**src/rtl/perf_counter_ctrl_pkg.sv**
```systemverilog
// Shared encodings for the performance-counter controller: FSM states and
// the fixed slot assignment of the four event counters.
package perf_counter_ctrl_pkg;

  typedef enum logic [1:0] {
    IDLE   = 2'd0,
    RUN    = 2'd1,
    HALTED = 2'd2
  } state_t;

  localparam logic [1:0] IDX_TOTAL = 2'd0;
  localparam logic [1:0] IDX_JMP   = 2'd1;
  localparam logic [1:0] IDX_BR    = 2'd2;
  localparam logic [1:0] IDX_OTHER = 2'd3;

endpackage

```
**src/rtl/perf_counter_ctrl_sat.sv**
```systemverilog
// Saturating event counter with a sticky overflow flag; updates on the
// falling clock edge like the rest of the controller.
module sat_counter #(
  parameter int WIDTH = 16
) (
  input  logic             clk,
  input  logic             rst,
  input  logic             clr,
  input  logic             inc,
  output logic [WIDTH-1:0] q,
  output logic             ovf
);

  localparam logic [WIDTH-1:0] ONE = 1;

  // An increment at all-ones holds the value and latches the overflow flag.
  always_ff @(negedge clk) begin
    if (rst || clr) begin
      q   <= '0;
      ovf <= 1'b0;
    end else if (inc) begin
      if (q == '1) ovf <= 1'b1;
      else         q   <= q + ONE;
    end
  end

endmodule

```
**src/rtl/perf_counter_ctrl.sv**
```systemverilog
// CPU performance-counter controller: run/halt FSM, four saturating event
// counters and a manual or auto-scanned display select.
module perf_counter_ctrl
  import perf_counter_ctrl_pkg::*;
#(
  parameter int WIDTH     = 16,
  parameter int SCAN_LOG2 = 4
) (
  input  logic             clk,
  input  logic             RST,
  input  logic             GO,
  input  logic             HALT,
  input  logic             CLR,
  input  logic             EV_JMP,
  input  logic             EV_BR,
  input  logic             AUTO,
  input  logic [1:0]       SEL,
  output logic [WIDTH-1:0] CNT_OUT,
  output logic [1:0]       CNT_IDX,
  output logic [1:0]       STATE,
  output logic [3:0]       OVF
);

  localparam logic [SCAN_LOG2-1:0] PRESC_ONE = 1;

  state_t               state;
  logic [SCAN_LOG2-1:0] presc;
  logic [1:0]           idx;
  logic [WIDTH-1:0]     cnt [4];
  logic [3:0]           ovf_v;
  logic [3:0]           inc;
  logic                 run_en;

  // Counting follows the registered state, so the cycle that sees HALT still counts.
  assign run_en = (state == RUN);

  always_comb begin
    inc            = '0;
    inc[IDX_TOTAL] = run_en;
    inc[IDX_JMP]   = run_en & EV_JMP;
    inc[IDX_BR]    = run_en & EV_BR;
    inc[IDX_OTHER] = run_en & ~EV_JMP & ~EV_BR;
  end

  for (genvar i = 0; i < 4; i++) begin : g_cnt
    sat_counter #(.WIDTH(WIDTH)) u_cnt (
      .clk (clk),
      .rst (RST),
      .clr (CLR),
      .inc (inc[i]),
      .q   (cnt[i]),
      .ovf (ovf_v[i])
    );
  end

  always_ff @(negedge clk) begin
    if (RST || CLR) begin
      state <= IDLE;
    end else begin
      case (state)
        IDLE:    if (GO) state <= RUN;
        RUN:     if (HALT) state <= HALTED;
                 else if (!GO) state <= IDLE;
        HALTED:  state <= HALTED;
        default: state <= IDLE;
      endcase
    end
  end

  // Scan/select runs in every state; CLR only restarts the prescaler.
  always_ff @(negedge clk) begin
    if (RST) begin
      presc <= '0;
      idx   <= '0;
    end else begin
      if (AUTO && !CLR) presc <= presc + PRESC_ONE;
      else              presc <= '0;
      if (!AUTO)                        idx <= SEL;
      else if (!CLR && (presc == '1))   idx <= idx + 2'd1;
    end
  end

  assign CNT_OUT = cnt[idx];
  assign CNT_IDX = idx;
  assign STATE   = state;
  assign OVF     = ovf_v;

endmodule

```
**config.mk**
```make
export PLATFORM = sky130hd
export DESIGN_NAME = perf_counter_ctrl
export DESIGN_NICKNAME = d
export VERILOG_FILES = /design/src/rtl/perf_counter_ctrl_pkg.sv /design/src/rtl/perf_counter_ctrl_sat.sv /design/src/rtl/perf_counter_ctrl.sv
export SDC_FILE = /design/constraint.sdc
export NUM_CORES = 1
export LEC_CHECK = 0
export ABC_AREA = 1
export ABC_CLOCK_PERIOD_IN_PS = 3300
export BUFFER_PORTS_ARGS = -buffer_cell sky130_fd_sc_hd__buf_4
export CAP_MARGIN = 25
export CELL_PAD_IN_SITES_DETAIL_PLACEMENT = 1
export CELL_PAD_IN_SITES_GLOBAL_PLACEMENT = 1
export CORE_MARGIN = 2
export CORE_UTILIZATION = 40
export DETAILED_ROUTE_END_ITERATION = 6
export PLACE_DENSITY = 0.71
export SYNTH_ARGS = -nofsm -noshare
export SYNTH_HDL_FRONTEND = slang
export SYNTH_HIERARCHICAL = 1
export SYNTH_SLANG_ARGS = --single-unit
```
**constraint.sdc**
```tcl
create_clock -name clk -period 3.3 [get_ports clk]
set_input_delay 0.495 -clock clk [delete_from_list [all_inputs] [get_ports clk]]
set_output_delay 0.495 -clock clk [all_outputs]
set_load 0.01 [all_outputs]
```
== Word level (Yosys, flattened, before mapping) ==
Index checks and enable logic that the tools add are counted.
Operators by class
  add/sub/neg operators: 6
  magnitude comparators: 1
  eq/ne operators: 10
  multiplexer cells: 9
  bitwise gates (word level): 12
  reductions and logical operators: 15
Operators with widths (count)
  $add 16x1->16 const B: 4
  $eq 16x16->1 const B: 4
  $bmux 16 s2: 1
  $mux 16: 2
  $reduce_and 2->1: 9
  $mux 2: 5
  $not 1->1: 7
  $pmux 2 s3: 1
  $add 4x1->4 const B: 1
  $and 1x1->1: 4
  $eq 4x4->1 const B: 1
  $ge 3x3->1 const B: 1
  $ne 3x3->1 const B: 1
  $not 2->3: 1
  $add 2x1->2 const B: 1
  $eq 2x1->1 const B: 1
  $eq 2x2->1 const B: 1
  $logic_and 1x1->1: 2
  $logic_not 2->1: 1
  $ne 2x1->1 const B: 1
  $ne 2x2->1 const B: 1
  $reduce_or 2->1: 1
  $logic_not 1->1: 1
  $logic_or 1x1->1: 1
Storage, ports and cells
  register bits: 76
  output and inout port bits: 24
  word-level logic and storage cells: 64

== Logic depth before layout (Yosys ltp) ==
  depth in word-level cells: 4
  gate-level depth with buffers: 11

== By module ==
The synthesis kept the hierarchy.
By module, submodules not included
  sat_counter: instances 4, cells each 145, area an instance 959.7 um^2, sequential area each 340.3 um^2
  perf_counter_ctrl: instances 1, cells each 144, area an instance 868.3 um^2, sequential area each 160.2 um^2

==> results.json <==
{
  "status": "finished, violations left",
  "violations": "setup timing",
  "drt_iter0_drc": 296,
  "share_seq_of_total_power_pct": 34.8,
  "final_cell_mix": "161 x nor2_1, 141 x nand2_1, 125 x inv_1",
  "path_max_fanout": 7,
  "drtPass1Iterations": 4,
  "max_slew_margin_pct": 56.16,
  "regArea_sq_um": 1526,
  "die_h_um": 112.5,
  "dp_slack_ns": -0.05137,
  "core_area_sq_um": 11470,
  "finalWorstSetupSlack_ns": -0.3386,
  "die_w_um": 112.5,
  "clk_latency_ns": 0.41,
  "place_hpwl_um": 12410,
  "grt_max_degree": 18,
  "rsz0062_at_grt": "true",
  "final_common_cell": "nor2_1",
  "root_buffer": "clkbuf_16",
  "grt_overflow": 0,
  "worstSetupEndpointType": "output port",
  "synth_warnings": 6,
  "gp_congestion": 0.9310,
  "worst_hold_path_type": "reg2reg",
  "cp.required_ns": 2.80,
  "synthTopCellsByArea": "dfxtp_1 32%, nor2_1 14%, nand2_1 11%, nand3_1 5.4%, a21oi_1 4.9%",
  "setup_viol": 16,
  "synth_top_family_by_area": "simple AND/OR/NAND/NOR gates",
  "synth_mux_area_share_pct": 0,
  "drive_gt1_share_pct": 23.99,
  "dieArea_sq_um": 12650,
  "synth-xor-area-share_pct": 0,
  "htree_levels": 3,
  "cts.sinks": 76,
  "synth_nets": 739,
  "max-cap-violations": 0,
  "pwr-share-clk_pct": 55.2,
  "syn2layout_area_growth_pct": 32.64,
  "power_density_nw_per_um2": 430.6,
  "synth-seq-area-share_pct": 32.32,
  "drc": 0,
  "synth_area_leader_cell": "dfxtp_1",
  "multi_input_area_sq_um": 3057,
  "wirelength_um": 16700,
  "ir_drop_mv": 0.3386,
  "power.internal_mw": 1.834,
  "placementRows": 39,
  "start_util_pct": 41.05,
  "yosys.area_share.adder_pct": 1.329,
  "p_leak_nw": 2.849,
  "path_clk_slew_ns": 0.04,
  "grt_pass1_vias": 5678,
  "boundaryPins": 34,
  "port_buffers": 33,
  "cts_tree": "built",
  "post_drt_wl_per_cell_um": 16.53,
  "vias": 5331,
  "cts-buffers-inserted": 9,
  "skew_ns": 0.01856,
  "grt_use_total_pct": 27.22,
  "synth-simple-area-share_pct": 44.90,
  "r2r_setup_slack_ns": 1.01,
  "crit_arrival_ns": 3.14,
  "diodes": 0,
  "worst_slew_pin_slew_ns": 0.6552,
  "maxSlewViolCount": 0,
  "yosys.area.top_type_share_pct": 32.32,
  "via_per_inst": 5.278,
  "nNetsFinal": 877,
  "p_switching_uw": 854.3,
  "final_core_util_pct": 54.45,
  "syn_area_sq_um": 4707,
  "syn_avg_cell_area_sq_um": 6.501,
  "critPathKind": "reg2out",
  "fillCellCount": 1544,
  "grt_first_pass_wirelength_um": 27520,
  "p_sw_share_pct": 31.78,
  "cp-start-kind": "flip-flop",
  "final_hold_viol_count": 0,
  "ys_types": 31,
  "cts_buffer_depth": 2,
  "syn_inst": 724,
  "hold_ws_ns": 0.4410,
  "ys_ff_latch": 76,
  "ant_nets": 0,
  "power_frac_comb_pct": 9.9,
  "antenna_found_initial": 0,
  "synth_compound_area_share_pct": 12.84
}
-- worst max-delay path, stage by stage (launching register included) --
cell and delay, ns:
dfxtp_4 0.40, buf_12 0.17, buf_12 0.14, o21ai_4 0.05, o22ai_2 0.17, buf_4 0.15
-- cell usage after synthesis (all sizes together) --
cell type and number:
nand4 8, nand3 51, nor3b 4, o22ai 16
nor2 206, and3 1, a21o 1, nor3 10
ha 5, dfxtp 76, nand2 166, a21oi 47
o21ai 50, inv 60, buf 18, nand3b 4
o21bai 1
-- final timing paths --
kind	startpoint	endpoint	cells past startpoint
worst min register to register	presc[0]$_SDFF_NP0_	presc[0]$_SDFF_NP0_	1
worst min-delay path	presc[0]$_SDFF_NP0_	presc[0]$_SDFF_NP0_	1
worst max-delay path	CNT_IDX[0]$_SDFFE_NP0P_	CNT_OUT[3]	5
worst max register to register	STATE[0]$_SDFFE_NP0P_	g_cnt[2].u_cnt/q[14]$_SDFFE_NP0P_	10
-- registers in the layout, indices dropped and copies added, names as in the netlist --
signal and count:
g_cnt.u_cnt/q 64, presc 4, g_cnt.u_cnt/ovf 4, CNT_IDX 2
STATE 2
-- power groups by stage --
| stage | logic (mW) | registers, mW | clock network, mW |
|---|---|---|---|
| 3_3_place_gp | 0.196 | 0.947 | 0.151 |
| 5_1_grt | 0.284 | 0.935 | 1.65 |
| 3_5_place_dp | 0.201 | 0.948 | 0.151 |
| 2_1_floorplan | 0.120 | 0.947 | 0.151 |
| 4_1_cts | 0.256 | 0.936 | 1.54 |
| 6_report | 0.266 | 0.937 | 1.49 |
-- area by class of cell --
| type | instances | share of cell area [%] |
|---|---|---|
| Multi-Input combinational cell | 570 | 48.96 |
| Sequential cell | 76 | 24.45 |
| Clock buffer | 9 | 3.607 |
| Inverter | 55 | 3.647 |
| Timing Repair Buffer | 73 | 10.16 |
| Tap cell | 143 | 2.866 |
| Clock inverter | 83 | 6.132 |
| Timing Repair inverter | 1 | 0.1804 |
-- metrics by stage --
stage | cell area (sq um) | cells | power, mW | TNS, ns
floorplan | 4707 | 724 | 1.217 | 0
global placement | 5266 | 919 | 1.294 | -0.003683
detailed placement | 5266 | 919 | 1.299 | -0.1226
CTS | 6181 | 1011 | 2.730 | -5.065
global route | 6243 | 1010 | 2.873 | -5.944
finish | 6243 | 1010 | 2.688 | -4.991
-- per-layer routing --
layer,up-vias,track usage [%],wire length [um]
met5,-,0,0
met1,2585,33.23,7633
met2,95,45.14,8232
li1,2633,-,-
met3,18,6.425,531
met4,0,13.17,298
-- cell families after synthesis --
logic type,after synthesis
buffers and inverters,78
AND/OR/NAND/NOR,450
flip-flops,76
AO/OA/AOI/OAI,115
adder cells (fa/ha/maj),5
-- repair_timing --
item | 4_1_cts | 5_1_grt
hold buffers | 0 | 0
resized for setup | 73 | 20
setup buffers | 2 | 0
setup endpoints to repair | 16 | 16
pin swaps | 16 | 7
cloned | 3 | 0
Note: power is estimated with default switching activity, not from simulation.
